### config.mk
export PLATFORM = sky130hd
export DESIGN_NAME = keypad_debounce
export DESIGN_NICKNAME = d
export VERILOG_FILES = /design/src/rtl/keypad_pkg.sv /design/src/rtl/keypad_debounce_sync.sv /design/src/rtl/keypad_debounce.sv
export SDC_FILE = /design/constraint.sdc
export NUM_CORES = 1
export LEC_CHECK = 0
export CORE_MARGIN = 5
export CORE_UTILIZATION = 25
export DETAILED_ROUTE_END_ITERATION = 16
export SETUP_SLACK_MARGIN = 0.05
export SLEW_MARGIN = 20
export SYNTH_ARGS = -nofsm -noshare
export SYNTH_HDL_FRONTEND = slang
export SYNTH_SLANG_ARGS = --single-unit
### constraint.sdc
create_clock -name clk -period 4.8 [get_ports clk]
set_input_delay 0.72 -clock clk [delete_from_list [all_inputs] [get_ports clk]]
set_output_delay 0.72 -clock clk [all_outputs]
set_load 0.005 [all_outputs]
### src/rtl/keypad_pkg.sv
// Shared types and helpers for the keypad front end of the combination lock.
// Holds the debounce state encoding, the key code width and the key encoders.
package keypad_pkg;

    typedef enum logic [1:0] {
        IDLE       = 2'd0,
        DB_PRESS   = 2'd1,
        PRESSED    = 2'd2,
        DB_RELEASE = 2'd3
    } kstate_t;

    localparam int KEY_W = 5;
    localparam logic [KEY_W-1:0] KEY_ENTER = 5'h10;

    // Highest set bit wins, so a stray lower key never masks the intended one.
    function automatic logic [KEY_W-1:0] prio_encode(input logic [31:0] vec);
        logic [KEY_W-1:0] idx;
        idx = '0;
        for (int i = 0; i < 32; i++) begin
            if (vec[i]) begin
                idx = KEY_W'(i);
            end
        end
        return idx;
    endfunction

    function automatic logic onehot(input logic [31:0] vec);
        return (vec != 32'd0) && ((vec & (vec - 32'd1)) == 32'd0);
    endfunction

endpackage

### src/rtl/keypad_debounce_sync.sv
// Two-flop synchroniser for the raw push-button bus, cleared by synchronous reset.
module key_sync #(
    parameter int WIDTH = 20
) (
    input  logic             clk,
    input  logic             rst,
    input  logic [WIDTH-1:0] d,
    output logic [WIDTH-1:0] q
);

    logic [WIDTH-1:0] meta_reg;
    logic [WIDTH-1:0] sync_reg;

    always_ff @(posedge clk) begin
        if (rst) begin
            meta_reg <= '0;
            sync_reg <= '0;
        end else begin
            meta_reg <= d;
            sync_reg <= meta_reg;
        end
    end

    assign q = sync_reg;

endmodule

### src/rtl/keypad_debounce.sv
// Synchronises, debounces and priority-encodes the push-buttons into one
// key event per physical press; multi-key presses raise key_err instead.
module keypad_debounce
    import keypad_pkg::*;
#(
    parameter int NKEYS    = 20,
    parameter int DEBOUNCE = 4
) (
    input  logic             clk,
    input  logic             rst,
    input  logic [NKEYS-1:0] pb,
    output logic             key_valid,
    output logic [KEY_W-1:0] key_code,
    output logic             key_err,
    output logic             key_held
);

    localparam int CNT_W = $clog2(DEBOUNCE + 1);
    localparam logic [CNT_W-1:0] CNT_ONE  = CNT_W'(1);
    localparam logic [CNT_W-1:0] CNT_LAST = CNT_W'(DEBOUNCE - 1);

    logic [NKEYS-1:0] s;
    logic [NKEYS-1:0] snap_reg;
    logic [31:0]      snap_ext;
    logic [CNT_W-1:0] cnt_reg;
    kstate_t          state_reg;

    key_sync #(.WIDTH(NKEYS)) u_sync (
        .clk (clk),
        .rst (rst),
        .d   (pb),
        .q   (s)
    );

    assign snap_ext = 32'(snap_reg);

    always_ff @(posedge clk) begin
        if (rst) begin
            state_reg <= IDLE;
            snap_reg  <= '0;
            cnt_reg   <= '0;
            key_valid <= 1'b0;
            key_err   <= 1'b0;
            key_code  <= '0;
            key_held  <= 1'b0;
        end else begin
            key_valid <= 1'b0;
            key_err   <= 1'b0;
            case (state_reg)
                IDLE: begin
                    if (s != '0) begin
                        snap_reg  <= s;
                        cnt_reg   <= CNT_ONE;
                        state_reg <= DB_PRESS;
                    end
                end
                DB_PRESS: begin
                    if (s == '0) begin
                        state_reg <= IDLE;
                    end else if (s != snap_reg) begin
                        snap_reg <= s;
                        cnt_reg  <= CNT_ONE;
                    end else if (cnt_reg != CNT_LAST) begin
                        cnt_reg <= cnt_reg + CNT_ONE;
                    end else begin
                        // DEBOUNCE-th identical sample: the press is accepted
                        state_reg <= PRESSED;
                        key_held  <= 1'b1;
                        if (onehot(snap_ext)) begin
                            key_valid <= 1'b1;
                            key_code  <= prio_encode(snap_ext);
                        end else begin
                            key_err <= 1'b1;
                        end
                    end
                end
                PRESSED: begin
                    if (s == '0) begin
                        cnt_reg   <= CNT_ONE;
                        state_reg <= DB_RELEASE;
                    end
                end
                DB_RELEASE: begin
                    if (s != '0) begin
                        state_reg <= PRESSED;
                    end else if (cnt_reg != CNT_LAST) begin
                        cnt_reg <= cnt_reg + CNT_ONE;
                    end else begin
                        state_reg <= IDLE;
                        key_held  <= 1'b0;
                    end
                end
                default: state_reg <= IDLE;
            endcase
        end
    end

endmodule

==> results of run 1 <==
==> through the flow <==
stage | hold WS (ps) | util [%] | instances | setup slack [ps] | total power, mW
after global routing | 448 | 31.0 | 525 | 1560 | 1.63
after CTS | 436 | 31.0 | 525 | 1880 | 1.58
after detailed placement | 425 | 28.3 | 510 | 1920 | 0.812
final | 431 | 31.0 | 525 | 1860 | 1.56
after floorplan | 414 | - | 333 | 2360 | 0.771
after global placement | 424 | 28.3 | 510 | 2010 | 0.811
==> area by class of cell <==
type	count	area, um2	share of cell area [%]
Timing Repair Buffer	31	300	7.73
Tap cell	172	215	5.54
Sequential cell	73	1460	37.6
Clock buffer	9	225	5.80
Inverter	6	22.5	0.580
Multi-Input combinational cell	228	1540	39.7
Clock inverter	6	115	2.96
==> worst min path at each step <==
stage,start,to
floorplan,u_sync.meta_reg[0]$_SDFF_PP0_,u_sync.q[0]$_SDFF_PP0_
global placement,u_sync.meta_reg[2]$_SDFF_PP0_,u_sync.q[2]$_SDFF_PP0_
detailed placement,u_sync.meta_reg[13]$_SDFF_PP0_,u_sync.q[13]$_SDFF_PP0_
CTS,u_sync.meta_reg[9]$_SDFF_PP0_,u_sync.q[9]$_SDFF_PP0_
global route,u_sync.meta_reg[9]$_SDFF_PP0_,u_sync.q[9]$_SDFF_PP0_
finish,u_sync.meta_reg[16]$_SDFF_PP0_,u_sync.q[16]$_SDFF_PP0_
==> critical path, cell delays in order (launching register included) <==
cell and delay, ps:
dfxtp_1 510, xor2_1 120, nor4_1 320, nand3_1 150, nor3_1 450, nand2b_1 600, buf_4 350, mux2i_1 220
nor2_1 70
==> cells by family after synthesis <==
logic type | count (synthesis)
AND/OR/NAND/NOR | 141
buffers and inverters | 32
multiplexers | 26
adder cells (fa/ha/maj) | 3
AO/OA/AOI/OAI | 38
XOR/XNOR | 20
flip-flops | 73
==> report_power, final <==
part / internal [mW] / switching (mW)
Sequential: 0.630 / 0.0250
Combinational: 0.0734 / 0.0708
Clock: 0.507 / 0.251
==> per-layer routing <==
metal | global-route usage [%] | up-vias
met5 | 0 | -
met4 | 4.55 | 0
met3 | 2.81 | 8
met2 | 14.8 | 64
met1 | 11.6 | 1055
li1 | - | 1167
==> placed cells by master (no fill, tap or decap), types with 2 or more instances in the layout <==
cell,n
dfxtp_1,73
nor2b_1,43
nor2_1,40
clkdlybuf4s50_1,28
mux2i_1,22
xor2_1,20
nand2_1,13
nor4_1,12
nand2b_1,9
clkbuf_16,9
o21ai_0,8
a21oi_1,8
inv_1,6
nor3_1,6
nand3_1,4
a211oi_1,4
nor4_2,3
mux2_4,3
a221oi_1,3
bufinv_16,3
a22oi_1,2
nand3b_1,2
maj3_1,2
o41ai_1,2
nand4b_1,2
o31ai_1,2
buf_4,2
==> run summary, run 1 <==
status: finished clean
RSZ-0062 raised after global routing: no
DR iter-0 viols: 80
Final Cycle Share: 61.4%
final layout net count: 372
net count after synthesis: 356
worst endpoint required time: 4980 ps
Max FO, Critical Path: 11
worst-skew pair later-pin latency: 330 ps
compound-gate portion of the synthesized area: 8.25%
worst reg-to-reg path cell count: 8
last element of the critical path: snap_reg[12]$_SDFFE_PP0P_
CP arrival: 3130 ps
M1 WL: 2910 um
# H-tree levels: 3
first-pass GRT wire length: 11000 um
commonest cells in the netlist: 73 x dfxtp_1, 43 x nor2b_1, 40 x nor2_1
Hold Buf Count CTS: 0
top layer in use: met4
setup_tns: 0 ps
CP Capture Type: flop
first-pass iteration count of the detailed router: 4
synthesized area: 3160 um2
ANT nets after route: 0
Adder-Cell Fraction of Synth Area: 1.03%
Synth warnings: 0
Worst setup SP type: flop
post-synthesis mux area share: 8.76%
Die Wd: 122 um
final hold violations: 0
endpoints failing setup: 0
vias in the first global route: 2368
TritonCTS Sinks: 73
FP Rows: 41
DR WL met2: 2940 um
maximum vdd drop: 205 uV
clock transition at the registers of the reported paths: 60 ps
Synth Flop Type: dfxtp_1
crit path time final: 2940 ps
Leakage: 1.54 nW
ratio of cells with drive above 1 in the final layout: 8.22%
top post-synthesis cells by area: dfxtp_1 46%, nor2b_1 8.5%, mux2i_1 7.0%
core area: 12500 um2
Vias/cell: 4.37
register area share after synthesis: 46.3%
HPWL after DPL: 4560 um
Antenna diodes: 0
Min-Delay Path Class: reg2reg
endpoint of the lowest-slack register-to-register path: snap_reg[12]$_SDFFE_PP0P_
clk root buf: clkbuf_16
register bit total from synthesis: 73
TritonCTS buffer count: 9
Post-synth EDFFs: 0
most numerous cell in the Yosys netlist: dfxtp_1
worst reg2reg setup slack: 1860 ps
routed via count: 2294
filler cell count: 1314
Mean Syn Cell Area: 9.48 um2
WS Path Type: reg2reg
DP Area: 3540 um2
R2R Path Start: snap_reg[12]$_SDFFE_PP0P_
Max Fclk: 340 MHz
post-synth top area share: 46.3%
die area: 15000 um2
Critical Path Start: snap_reg[12]$_SDFFE_PP0P_
Die H: 122 um
Simple-Gate Fraction of Synth Area: 25.3%
WHS Path Cells: 1
Slew Limit Fails: 0
Max transition margin: 53.2%
final wirelength: 6310 um
CTS tree: built
Design Area, Final: 3880 um2
Initial Util: 25.2%
routed wl met3: 375 um
clk_skew: 7.90 ps
DRC violations left: 0
# Post-CTS Setup Buffers: 0
Synth-to-Final Area Change: 23.0%
Yosys cell types: 44
largest net degree at the start of global routing: 77
top-level I/O count: 30
CTS resizes: 0
Gate Count Post-Synth: 333
routability congestion estimate: 0.838
port bufs: 29
gr ovfl total: 0
Max Root-Sink Buffers: 2
PD cells: 401 nW/um2
largest family of logic cells by synthesized area: simple AND/OR/NAND/NOR gates
max cap viols: 0
wire per inst: 12.0 um
initial antenna violation count: 0
Yosys top cell by area: dfxtp_1
ys async rst share: 0%
Total GRT Usage: 9.37%
xor and xnor area share after synthesis: 5.55%
Tightest Pin Transition: 702 ps
Note: power is estimated with default switching activity, not from simulation.
==> run 2: changes to the inputs <==
==> constraint.sdc (replaced) <==
create_clock -name clk -period 2.5 [get_ports clk]
set_input_delay 0.375 -clock clk [delete_from_list [all_inputs] [get_ports clk]]
set_output_delay 0.375 -clock clk [all_outputs]
set_load 0.005 [all_outputs]
==> run 2 against run 1 <==
Power rose by 90%. Hold slack improved by 3.0 ps. Clock skew barely moved. Via count rose by 5.4%. Critical path depth fell by 1. Largest power group unchanged. Worst setup slack got worse by 1800 ps. Critical path type unchanged.
==> run summary, run 2 (synthesis gave the netlist of run 1 again) <==
R2R Path Start: snap_reg[4]$_SDFFE_PP0P_
filler cell count: 1313 (-0.076%)
final layout net count: 399 (+7.3%)
ANT nets after route: 0 (unchanged)
endpoints failing setup: 0 (unchanged)
final wirelength: 6920 um (+9.5%)
clock transition at the registers of the reported paths: 60 ps (about the same)
routability congestion estimate: 0.869 (+3.8%)
DRC violations left: 0 (unchanged)
Slew Limit Fails: 0 (unchanged)
commonest cells after routing, fill and taps aside: 66 x dfxtp_1, 43 x nor2b_1, 40 x nor2_1, 28 x clkdlybuf4s50_1, 28 x buf_4
Max FO, Critical Path: 8 (-3)
hold path startpoint: u_sync.meta_reg[4]$_SDFF_PP0_
worst endpoint required time: 2710 ps (-2270 ps)
DR iter-0 viols: 110 (+38%)
Hold WS: 434 ps (+3.04 ps)
port bufs: 29 (unchanged)
WHS Path Cells: 1 (unchanged)
ratio of cells with drive above 1 in the final layout: 17.1% (+8.8 points)
gr ovfl total: 0 (unchanged)
WHS Endpoint: u_sync.q[4]$_SDFF_PP0_
worst reg-to-reg path cell count: 7 (-1)
vias in the first global route: 2390 (+0.93%)
first-pass GRT wire length: 11600 um (+5.8%)
RSZ-0062 raised after global routing: yes
wire per inst: 12.5 um (+4.0%)
Max Root-Sink Buffers: 2 (unchanged)
DP Area: 3720 um2 (+5.0%)
maximum vdd drop: 384 uV (+88%)
top-level I/O count: 30 (unchanged)
worst-skew pair later-pin latency: 330 ps (about the same)
core area: 12500 um2 (unchanged)
Die Wd: 122 um (unchanged)
CP arrival: 2670 ps (-460 ps)
PD cells: 719 nW/um2 (+79%)
Tot Pwr: 2.96 mW (+90%)
Synth-to-Final Area Change: 30.6%
die area: 15000 um2 (unchanged)
Max transition margin: 50.5% (-2.7 points)
endpoint of the lowest-slack register-to-register path: key_code[1]$_SDFFE_PP0P_
clk_skew: 7.54 ps (-0.363 ps)
# H-tree levels: 3 (unchanged)
Vias/cell: 4.37 (+0.11%)
Antenna diodes: 0 (unchanged)
setup_tns: 0 ps (unchanged)
Min-Delay Path Class: reg2reg
Tightest Pin Transition: 742 ps (+40.1 ps)
CTS tree: built
CP Capture Type: flop
HPWL after DPL: 4860 um (+6.6%)
Initial Util: 25.2% (unchanged)
Final Core Density: 32.9% (+1.9 points)
largest net degree at the start of global routing: 40 (-48%)
max cap viols: 0 (unchanged)
commonest non-fill, non-tap cell in the layout: dfxtp_1
Total GRT Usage: 9.85% (+0.48 points)
Hold Buf Count CTS: 0 (unchanged)
Leakage: 1.69 nW (+10%)
status: finished clean
Die H: 122 um (unchanged)
Max Fclk: 407 MHz (+20%)
WS Path Type: reg2reg
routed via count: 2419 (+5.4%)
TritonCTS Sinks: 73 (unchanged)
initial antenna violation count: 0 (unchanged)
Final Cycle Share: 98.3% (+37 points)
FP Rows: 41 (unchanged)
Design Area, Final: 4120 um2 (+6.1%)
final hold violations: 0 (unchanged)
worst reg2reg setup slack: 40 ps (-1810 ps)
clk root buf: clkbuf_16
crit path time final: 2460 ps (-487 ps)
TritonCTS buffer count: 9 (unchanged)
Worst setup SP type: flop
first-pass iteration count of the detailed router: 4 (unchanged)
-- run 2: how the worst max path moves through the flow --
stage | from | to | slack, ps | depth (start not counted)
2_1_floorplan | snap_reg[5]$_SDFFE_PP0P_ | key_code[4]$_SDFFE_PP0P_ | 60 | 8
3_3_place_gp | u_sync.q[15]$_SDFF_PP0_ | key_code[0]$_SDFFE_PP0P_ | 40 | 8
3_5_place_dp | u_sync.q[15]$_SDFF_PP0_ | key_code[1]$_SDFFE_PP0P_ | -1 | 8
4_1_cts | snap_reg[4]$_SDFFE_PP0P_ | key_code[1]$_SDFFE_PP0P_ | 60 | 7
5_1_grt | snap_reg[7]$_SDFFE_PP0P_ | key_code[1]$_SDFFE_PP0P_ | -40 | 7
6_report | snap_reg[4]$_SDFFE_PP0P_ | key_code[1]$_SDFFE_PP0P_ | 40 | 7
-- run 2: timing repair --
action,CTS,global route
gates resized for setup,7,6
endpoints found under the setup margin,5,6
pin swaps,5,1
buffers inserted,4,1
-- run 2: metrics by stage --
stage / cells / worst slack (ps)
finish: 553 / 41.7
global route: 553 / -42.2
CTS: 552 / 57.1
detailed placement: 532 / -1.35
global placement: 532 / 39.5
floorplan: 333 / 55.5
-- run 2: cell type report --
class                           count  area (um2)  share of cell area [%]
Inverter                            6        22.5                   0.547
Timing Repair Buffer               58         515                    12.5
Clock buffer                       10         229                    5.56
Sequential cell                    73        1480                    35.8
Tap cell                          172         215                    5.22
Multi-Input combinational cell    228        1570                    38.1
Clock inverter                      6        91.3                    2.22
-- run 2: critical path: stages, from the launching register on --
cell and delay (ps):
dfxtp_4 380, nor4_4 290, nand2_1 120, or4b_4 510
o31a_1 280, nor4_4 300, nand3_4 150, mux2_4 310
-- run 2: power by group --
part | leakage, nW | total [mW] | switching (mW) | internal, mW
clock network | 0.157 | 1.37 | 0.492 | 0.879
registers | 0.603 | 1.25 | 0.0390 | 1.21
logic | 0.933 | 0.345 | 0.162 | 0.183
-- run 2: layer usage --
metal | vias to the layer above | GRT usage, % | part of all wire [%]
met5 | - | 0 | 0
met4 | 0 | 4.69 | 2.5
met3 | 14 | 2.67 | 6.3
met2 | 72 | 15.4 | 45
met1 | 1115 | 12.6 | 46
li1 | 1218 | - | -
